### config.mk
export PLATFORM = sky130hd
export DESIGN_NAME = bin_sched_ctrl_flat
export DESIGN_NICKNAME = d
export VERILOG_FILES = /design/src/rtl/bin_sched_if.sv /design/src/rtl/bin_sched_ctrl.sv /design/src/flat_wrapper.sv
export SDC_FILE = /design/constraint.sdc
export NUM_CORES = 1
export LEC_CHECK = 0
export BUFFER_PORTS_ARGS = -buffer_cell sky130_fd_sc_hd__buf_4
export CAP_MARGIN = 20
export CORE_ASPECT_RATIO = 0.5
export CORE_MARGIN = 1.5
export CORE_UTILIZATION = 53
export CTS_CLUSTER_DIAMETER = 50
export CTS_CLUSTER_SIZE = 25
export DETAILED_ROUTE_END_ITERATION = 6
export GPL_TIMING_DRIVEN = 0
export PLACE_DENSITY = 0.81
export SKIP_LAST_GASP = 1
export SYNTH_ARGS = -nofsm -noshare
export SYNTH_HDL_FRONTEND = slang
export SYNTH_SLANG_ARGS = --single-unit
### constraint.sdc
create_clock -name clk -period 3.4 [get_ports clk]
set_clock_uncertainty 0.05 [all_clocks]
set_input_delay 0.34 -clock clk [delete_from_list [all_inputs] [get_ports clk]]
set_output_delay 0.34 -clock clk [all_outputs]
set_load 0.03 [all_outputs]
### src/rtl/bin_sched_if.sv
// bin_sched_if: host, info-read, loader, core and writeback handshakes of the bin sequencer.
// master is the sequencer side, slave is the environment side.
interface bin_sched_if #(
    parameter int WIDTH_CLAUSES = 16,
    parameter int WIDTH_VARS    = 12,
    parameter int WIDTH_STAT    = 16
);
    logic                     start_i;
    logic                     busy_o;
    logic                     done_o;
    logic                     sat_o;
    logic                     unsat_o;
    logic                     start_rdinfo_o;
    logic                     done_rdinfo_i;
    logic [WIDTH_VARS-1:0]    nv_all_i;
    logic [WIDTH_CLAUSES-1:0] n_cbin_i;
    logic [WIDTH_VARS-1:0]    nv_all_o;
    logic [WIDTH_CLAUSES-1:0] n_cbin_o;
    logic [WIDTH_CLAUSES-1:0] cur_bin_o;
    logic                     start_load_o;
    logic                     load_done_i;
    logic                     start_core_o;
    logic                     core_done_i;
    logic                     core_sat_i;
    logic                     start_wb_o;
    logic                     wb_done_i;
    logic [WIDTH_STAT-1:0]    load_cnt_o;

    modport master (
        input  start_i, done_rdinfo_i, nv_all_i, n_cbin_i, load_done_i, core_done_i, core_sat_i, wb_done_i,
        output busy_o, done_o, sat_o, unsat_o, start_rdinfo_o, nv_all_o, n_cbin_o, cur_bin_o,
               start_load_o, start_core_o, start_wb_o, load_cnt_o
    );
    modport slave (
        output start_i, done_rdinfo_i, nv_all_i, n_cbin_i, load_done_i, core_done_i, core_sat_i, wb_done_i,
        input  busy_o, done_o, sat_o, unsat_o, start_rdinfo_o, nv_all_o, n_cbin_o, cur_bin_o,
               start_load_o, start_core_o, start_wb_o, load_cnt_o
    );
endinterface

### src/rtl/bin_sched_ctrl.sv
// bin_sched_ctrl: walks bins load -> core -> writeback with backtracking, reports global SAT/UNSAT.
// Define BIN_STAT_EN to enable the saturating bin-load counter on load_cnt_o.
module bin_sched_ctrl (
    input logic         clk,
    input logic         rst,
    bin_sched_if.master bus
);
    localparam int wc = $bits(bus.cur_bin_o);
    typedef enum logic [3:0] {
        IDLE, INFO, WAIT_INFO, LOAD, WAIT_LOAD, CORE, WAIT_CORE, WB, WAIT_WB, FINISH
    } state_t;
    state_t state;
    logic [wc-1:0] nxt_bin;
    assign nxt_bin = bus.cur_bin_o + wc'(1);
    // Request pulses are set on entry to their state and cleared by the default the next cycle.
    always_ff @(posedge clk) begin
        if (rst) begin
            state              <= IDLE;
            bus.busy_o         <= 1'b0;
            bus.done_o         <= 1'b0;
            bus.sat_o          <= 1'b0;
            bus.unsat_o        <= 1'b0;
            bus.start_rdinfo_o <= 1'b0;
            bus.start_load_o   <= 1'b0;
            bus.start_core_o   <= 1'b0;
            bus.start_wb_o     <= 1'b0;
            bus.nv_all_o       <= '0;
            bus.n_cbin_o       <= '0;
            bus.cur_bin_o      <= '0;
        end else begin
            bus.start_rdinfo_o <= 1'b0;
            bus.start_load_o   <= 1'b0;
            bus.start_core_o   <= 1'b0;
            bus.start_wb_o     <= 1'b0;
            bus.done_o         <= 1'b0;
            case (state)
                IDLE: if (bus.start_i) begin
                    bus.sat_o          <= 1'b0;
                    bus.unsat_o        <= 1'b0;
                    bus.cur_bin_o      <= '0;
                    bus.busy_o         <= 1'b1;
                    bus.start_rdinfo_o <= 1'b1;
                    state              <= INFO;
                end
                INFO: state <= WAIT_INFO;
                WAIT_INFO: if (bus.done_rdinfo_i) begin
                    bus.nv_all_o <= bus.nv_all_i;
                    bus.n_cbin_o <= bus.n_cbin_i;
                    if (bus.n_cbin_i == '0) begin
                        bus.sat_o  <= 1'b1;
                        bus.done_o <= 1'b1;
                        state      <= FINISH;
                    end else begin
                        bus.start_load_o <= 1'b1;
                        state            <= LOAD;
                    end
                end
                LOAD: state <= WAIT_LOAD;
                WAIT_LOAD: if (bus.load_done_i) begin
                    bus.start_core_o <= 1'b1;
                    state            <= CORE;
                end
                CORE: state <= WAIT_CORE;
                WAIT_CORE: if (bus.core_done_i) begin
                    if (bus.core_sat_i) begin
                        bus.start_wb_o <= 1'b1;
                        state          <= WB;
                    end else if (bus.cur_bin_o == '0) begin
                        bus.unsat_o <= 1'b1;
                        bus.done_o  <= 1'b1;
                        state       <= FINISH;
                    end else begin
                        bus.cur_bin_o    <= bus.cur_bin_o - wc'(1);
                        bus.start_load_o <= 1'b1;
                        state            <= LOAD;
                    end
                end
                WB: state <= WAIT_WB;
                WAIT_WB: if (bus.wb_done_i) begin
                    bus.cur_bin_o <= nxt_bin;
                    if (nxt_bin == bus.n_cbin_o) begin
                        bus.sat_o  <= 1'b1;
                        bus.done_o <= 1'b1;
                        state      <= FINISH;
                    end else begin
                        bus.start_load_o <= 1'b1;
                        state            <= LOAD;
                    end
                end
                FINISH: begin
                    bus.busy_o <= 1'b0;
                    state      <= IDLE;
                end
                default: state <= IDLE;
            endcase
        end
    end
`ifdef BIN_STAT_EN
    localparam int ws = $bits(bus.load_cnt_o);
    logic [ws-1:0] load_cnt;
    always_ff @(posedge clk) begin
        if (rst || (state == IDLE && bus.start_i)) load_cnt <= '0;
        else if (bus.start_load_o && !(&load_cnt)) load_cnt <= load_cnt + ws'(1);
    end
    assign bus.load_cnt_o = load_cnt;
`else
    assign bus.load_cnt_o = '0;
`endif
endmodule

### src/flat_wrapper.sv
// flat-port wrapper written by rule: the top's interface ports become plain ports
module bin_sched_ctrl_flat 
  (clk, rst, bus_start_i, bus_done_rdinfo_i, bus_nv_all_i, bus_n_cbin_i, bus_load_done_i, bus_core_done_i, bus_core_sat_i, bus_wb_done_i, bus_busy_o, bus_done_o, bus_sat_o, bus_unsat_o, bus_start_rdinfo_o, bus_nv_all_o, bus_n_cbin_o, bus_cur_bin_o, bus_start_load_o, bus_start_core_o, bus_start_wb_o, bus_load_cnt_o);
  bin_sched_if #(.WIDTH_CLAUSES(16), .WIDTH_VARS(12), .WIDTH_STAT(16)) bus_i ();
  input logic clk;
  input logic rst;
  input wire logic [$bits(bus_i.start_i)-1:0] bus_start_i;
  input wire logic [$bits(bus_i.done_rdinfo_i)-1:0] bus_done_rdinfo_i;
  input wire logic [$bits(bus_i.nv_all_i)-1:0] bus_nv_all_i;
  input wire logic [$bits(bus_i.n_cbin_i)-1:0] bus_n_cbin_i;
  input wire logic [$bits(bus_i.load_done_i)-1:0] bus_load_done_i;
  input wire logic [$bits(bus_i.core_done_i)-1:0] bus_core_done_i;
  input wire logic [$bits(bus_i.core_sat_i)-1:0] bus_core_sat_i;
  input wire logic [$bits(bus_i.wb_done_i)-1:0] bus_wb_done_i;
  output wire logic [$bits(bus_i.busy_o)-1:0] bus_busy_o;
  output wire logic [$bits(bus_i.done_o)-1:0] bus_done_o;
  output wire logic [$bits(bus_i.sat_o)-1:0] bus_sat_o;
  output wire logic [$bits(bus_i.unsat_o)-1:0] bus_unsat_o;
  output wire logic [$bits(bus_i.start_rdinfo_o)-1:0] bus_start_rdinfo_o;
  output wire logic [$bits(bus_i.nv_all_o)-1:0] bus_nv_all_o;
  output wire logic [$bits(bus_i.n_cbin_o)-1:0] bus_n_cbin_o;
  output wire logic [$bits(bus_i.cur_bin_o)-1:0] bus_cur_bin_o;
  output wire logic [$bits(bus_i.start_load_o)-1:0] bus_start_load_o;
  output wire logic [$bits(bus_i.start_core_o)-1:0] bus_start_core_o;
  output wire logic [$bits(bus_i.start_wb_o)-1:0] bus_start_wb_o;
  output wire logic [$bits(bus_i.load_cnt_o)-1:0] bus_load_cnt_o;
  assign bus_i.start_i = bus_start_i;
  assign bus_i.done_rdinfo_i = bus_done_rdinfo_i;
  assign bus_i.nv_all_i = bus_nv_all_i;
  assign bus_i.n_cbin_i = bus_n_cbin_i;
  assign bus_i.load_done_i = bus_load_done_i;
  assign bus_i.core_done_i = bus_core_done_i;
  assign bus_i.core_sat_i = bus_core_sat_i;
  assign bus_i.wb_done_i = bus_wb_done_i;
  assign bus_busy_o = bus_i.busy_o;
  assign bus_done_o = bus_i.done_o;
  assign bus_sat_o = bus_i.sat_o;
  assign bus_unsat_o = bus_i.unsat_o;
  assign bus_start_rdinfo_o = bus_i.start_rdinfo_o;
  assign bus_nv_all_o = bus_i.nv_all_o;
  assign bus_n_cbin_o = bus_i.n_cbin_o;
  assign bus_cur_bin_o = bus_i.cur_bin_o;
  assign bus_start_load_o = bus_i.start_load_o;
  assign bus_start_core_o = bus_i.start_core_o;
  assign bus_start_wb_o = bus_i.start_wb_o;
  assign bus_load_cnt_o = bus_i.load_cnt_o;
  bin_sched_ctrl u_core (.clk(clk), .rst(rst), .bus(bus_i));
endmodule
After elaboration in Yosys (flattened, before gate mapping) --
Index checks and enable logic that the tools add are counted.
Storage, ports and cells: logic and storage cells 101, bits in registers 56
Cells by class: add/sub/neg operators 2, equality and inequality tests 20, bitwise logic cells 4, reduce and logical (&&, ||, !) cells 16, muxes and demuxes 47
Operators with widths (number):
- 2-to-1 mux 16 bit | 5
- one-hot mux 16 bit (3 select lines) | 1
- 2-to-1 mux 4 bit | 9
- one-hot mux 4 bit (9 select lines) | 1
- zero test 16 bit | 2
- 2-to-1 mux 1 bit | 26
- adder 16 x 1 -> 16 bit, second input constant | 1
- == test 16 bit | 1
- == test 4 x 3 -> 1 bit, second input constant | 4
- subtractor 16 x 1 -> 16 bit, second input constant | 1
- != test 2 bit, second input constant | 7
- AND reduction 6 bit | 2
- AND reduction 5 bit | 2
- one-hot mux 1 bit (3 select lines) | 3
- == test 4 x 2 -> 1 bit, second input constant | 2
- == test 4 bit, second input constant | 2
- != test 2 x 1 -> 1 bit, second input constant | 3
- nonzero test 3 bit | 2
- == test 4 x 1 -> 1 bit, second input constant | 1
- zero test 4 bit | 1
- inverter 1 bit | 4
- one-hot mux 1 bit (2 select lines) | 2
- AND reduction 2 bit | 2
- nonzero test 2 bit | 2
- 2 further kinds | 3

Longest topological paths before layout --
depth after elaboration 5, depth in mapped cells 10, mapped depth without buffers 9

Least setup slack after synthesis --
No wires, ideal clock.
kind reg-to-reg, from register u_core.bus.cur_bin_o[9], to register u_core.state[3], data arrival time 2.770 ns, buffers on the path 1, path slack 0.500 ns, stages on the path, launching flop included 9, setup time 0.079 ns, cells stage by stage dfxtp_1 -> buf_2 -> nand4_2 -> or4_4 -> or4b_1 -> o31ai_1 -> or3b_1 -> o211a_1 -> a211oi_2
On the way: word-level cells in the longest chain between the ends 5
Ends and longest elaborated chain:
- from (decl) | RTL line bin_sched_if.sv:31 | output busy_o, done_o, sat_o, unsat_o, start_rdinfo_o, nv_all_o, n_cbin_o, cur_bin_o,
- from (signal assigned) | RTL line bin_sched_ctrl.sv:73 | bus.cur_bin_o <= bus.cur_bin_o - wc'(1);
- from (signal assigned) | RTL line bin_sched_ctrl.sv:80 | bus.cur_bin_o <= nxt_bin;
- adder 16 x 1 -> 16 bit or zero test 16 bit (tied branches) | RTL line bin_sched_ctrl.sv:14, bin_sched_ctrl.sv:68
- == test 16 bit or 2-to-1 mux 4 bit (tied branches) | RTL line bin_sched_ctrl.sv:81, bin_sched_ctrl.sv:68
- 2-to-1 mux 4 bit (on tied branches) | RTL line bin_sched_ctrl.sv:81, bin_sched_ctrl.sv:65
- 2-to-1 mux 4 bit (on tied branches) | RTL line bin_sched_ctrl.sv:79, bin_sched_ctrl.sv:64
- one-hot mux 4 bit (9 select lines) * | RTL line bin_sched_ctrl.sv:36 | case (state)
- to (signal assigned) | RTL line bin_sched_ctrl.sv:78 | WB: state <= WAIT_WB;
- to (signal assigned) | RTL line bin_sched_ctrl.sv:84 | state <= FINISH;
- to (signal assigned) | RTL line bin_sched_ctrl.sv:87 | state <= LOAD;
- to (decl) | RTL line bin_sched_ctrl.sv:12 | state_t state;
Every way passes the cells marked *; elsewhere a longest branch is shown, timed or not. The select of a mux whose other input is x is not followed. A chain may end at the register's enable or synchronous reset.

Worst setup path in the final report --
from register u_core.bus.cur_bin_o[1], to register u_core.bus.sat_o
On the way: word-level cells in the longest chain between the ends 4
Ends and longest elaborated chain:
- adder 16 x 1 -> 16 bit | RTL line bin_sched_ctrl.sv:14 | assign nxt_bin = bus.cur_bin_o + wc'(1);
- == test 16 bit | RTL line bin_sched_ctrl.sv:81 | if (nxt_bin == bus.n_cbin_o) begin
- != test 2 x 1 -> 1 bit (no line)
- AND reduction 6 bit (no line)
- to (signal assigned) | RTL line bin_sched_ctrl.sv:21 | bus.sat_o <= 1'b0;
- to (signal assigned) | RTL line bin_sched_ctrl.sv:38 | bus.sat_o <= 1'b0;
- to (signal assigned) | RTL line bin_sched_ctrl.sv:82 | bus.sat_o <= 1'b1;
- to (decl) | RTL line bin_sched_if.sv:31
Every way passes these cells.

==> impl_metrics.tcl <==
set metrics [dict create \
    status "completed" \
    dp_hpwl_um 9150 \
    cpMaxStageDelayCell "dfxtp_1" \
    seq_area_mm2 0.00112 \
    die_height_um 61.6 \
    rows 21 \
    slowest_delay_ns 0.56 \
    drt_pass1_iterations 5 \
    antenna_cells 0 \
    fin_nets 646 \
    synth_cell_types 70 \
    syn_area_mm2 0.00364 \
    cts-root-buf "clkbuf_16" \
    cp_top_family "compound AO/OA/AOI/OAI gates" \
    cp_cell_sequence "ha_1, and3_1, clkbuf_1, and3_1, clkbuf_1, o221a_2, o2111a_1, nand2_1, o32a_1, a21oi_1" \
    ys.flop_type "dfxtp_1" \
    setup_viol 0 \
    core_mm2 0.00665 \
    cp.arrival_ns 3.37 \
    areaGrowthSynthToFinish_pct 27.3 \
    finalCriticalPeriod_ns 3.19 \
    ios 104 \
    crit_required_ns 3.58 \
    start_kind "flip-flop" \
    wirelength_um 12200 \
    dieArea_mm2 0.00740 \
    drtIter0Drc 499 \
    vias 4182 \
    place.gp.congestion 0.992 \
    postSynthCellCount 499 \
    wl_per_cell_um 17.5 \
    leakagePower_nw 1.86 \
    tns_ns 0 \
    total_power_mw 1.95 \
    ir_drop_mv 0.230 \
    clk_pin_slew_worst_paths_ns 0.08 \
    clkPwrFrac_pct 31.1 \
    fillers 599 \
    power_switching_uw 686 \
    drv_cap 0 \
    ant_nets 0 \
    tightest_slew_ns 0.871 \
    cts.path.max_buffers 2 \
    multi_input_area_mm2 0.00228 \
    p_int_mw 1.26 \
    postCtsSetupBuffers 0 \
    worstSetupEndpointType "flip-flop" \
    ys_ff_latch 56 \
    gr-usage-all-layers_pct 33.1 \
    synth_area_per_cell_um2 7.29 \
    fin_area_mm2 0.00463 \
    p_per_area_mw_per_mm2 420 \
    synthArstFlopShare_pct 0 \
    antenna_found_initial 0 \
    period_share_pct 93.8 \
    p_seq_share_pct 37.9 \
    worst-setup-path-type "reg2reg" \
    die_x_um 120 \
    combPwrFrac_pct 31.0 \
    slew_headroom_pct 41.9 \
    insertion_delay_ns 0.30 \
    start_util_pct 54.7 \
    grt_max_degree 18 \
    vias_per_cell 5.97 \
    max_freq_ghz 0.314 \
    grt.overflow.total 0 \
    cts_tree "yes" \
    drive_above_1_share_pct 21.2 \
    cp_num_buf_inv 2 \
    cts_htree_levels 2 \
    grt_pass1_vias 3602 \
    final_max_slew_viol_count 0 \
    clock_sinks 56 \
    cts_buffers 5 \
    ys_seq_area_share_pct 30.8 \
    synth_edf_count 0 \
    path_max_fanout 10 \
    swShare_pct 35.2 \
    grt_first_pass_wirelength_um 18500 \
    finalHoldViolations 0 \
    yosysWarningCount 0 \
    rsz0062_at_grt "no" \
    drc 0 \
    min-delay-path-class "in2reg" \
    place_area_mm2 0.00445 \
    portBuffers 86 \
]
[worst min-delay path, stage by stage]
cell and delay (ns):
buf_4 0.11, nand2_1 0.05, a21oi_1 0.05
[worst paths after layout]
| path | from | to | slack (ns) | cells after the start |
|---|---|---|---|---|
| worst max-delay path | u_core.bus.cur_bin_o[1] | u_core.bus.sat_o | 0.21 | 10 |
| worst max register to register | u_core.bus.cur_bin_o[1] | u_core.bus.sat_o | 0.21 | 10 |
| worst min register to register | u_core.bus.nv_all_o[11] | u_core.bus.nv_all_o[11] | 0.41 | 2 |
| worst min-delay path | bus_nv_all_i[2] | u_core.bus.nv_all_o[2] | 0.24 | 3 |
[cell type report]
type,instances,area share [%]
Multi-Input combinational cell,397,49.3
Sequential cell,56,24.2
Timing Repair Buffer,86,14.0
Buffer,56,5.98
Clock buffer,6,2.79
Tap cell,92,2.49
Clock inverter,2,0.838
Inverter,5,0.406
[per-layer routing]
metal	part of all wire, %	GRT usage (%)	up-vias
met2	41	51.7	250
met5	0	0	-
met4	2.1	9.35	0
met3	12	9.63	29
met1	45	45.4	1911
li1	-	-	1992
[layout by cell type (no fill, tap or decap), types with 6 or more instances in the layout]
cell	count
and3_1	6
conb_1	16
nor2_1	32
a21oi_1	61
buf_4	103
o21ai_0	13
xor2_1	9
nor3_1	22
a211oi_1	7
dfxtp_1	56
nand2_1	93
nand4_1	6
clkbuf_1	38
nor4_1	16
xnor2_1	11
nor2b_1	6
nand3_1	10
o22ai_1	7
[synth_stat cells, types with 6 or more instances]
cell type,number,area share (%)
nand4_1,6,1.0
buf_4,17,3.5
xor2_1,9,2.2
nand3_1,10,1.4
xnor2_1,11,2.6
and3_1,6,1.0
nor4_1,16,2.8
nand2_1,93,9.6
nor3_1,22,3.0
o21ai_0,13,1.8
nor2b_1,6,1.0
clkbuf_1,37,3.8
dfxtp_1,56,31
nor2_1,32,3.3
a21oi_1,61,8.4
a211oi_1,7,1.4
o22ai_1,7,1.2
[repair_timing]
action,CTS,global route
resized for setup,1,0
hold endpoints to repair,0,0
setup endpoints to repair,3,0
hold buffers,0,0
[through the flow]
stage	util [%]	setup WS, ns	hold WS (ns)	instances
after global routing	69.6	0.0770	0.239	700
after CTS	69.6	0.284	0.234	700
after floorplan	-	0.500	0.426	514
final	69.6	0.211	0.237	700
after detailed placement	67.0	0.0365	0.399	692
after global placement	67.0	0.0476	0.393	692
[state kept, by name (all words and copies together) (netlist names)]
name and cells:
u_core.bus.start_load_o 1, u_core.bus.done_o 1, u_core.bus.cur_bin_o 16, u_core.state 4, u_core.bus.n_cbin_o 16, u_core.bus.busy_o 1
u_core.bus.nv_all_o 12, u_core.bus.start_rdinfo_o 1, u_core.bus.start_core_o 1, u_core.bus.unsat_o 1, u_core.bus.start_wb_o 1, u_core.bus.sat_o 1
[power by group through the flow]
stage / combinational, mW / sequential (mW) / clock, mW
2_1_floorplan: 0.350 / 0.792 / 0
3_3_place_gp: 0.581 / 0.748 / 0
3_5_place_dp: 0.583 / 0.750 / 0
4_1_cts: 0.591 / 0.735 / 0.612
5_1_grt: 0.645 / 0.741 / 0.640
6_report: 0.603 / 0.737 / 0.605
[cells by family after synthesis]
| family | count (synthesis) | synth area share, % |
|---|---|---|
| buffers and inverters | 61 | 8.12 |
| AND/OR/NAND/NOR | 224 | 30.9 |
| XOR/XNOR | 20 | 4.82 |
| flip-flops | 56 | 30.8 |
| multiplexers | 3 | 0.860 |
| other | 1 | 0.103 |
| adder cells (fa/ha/maj) | 3 | 1.03 |
| AO/OA/AOI/OAI | 131 | 23.4 |
Note: power is estimated with default switching activity, not from simulation.
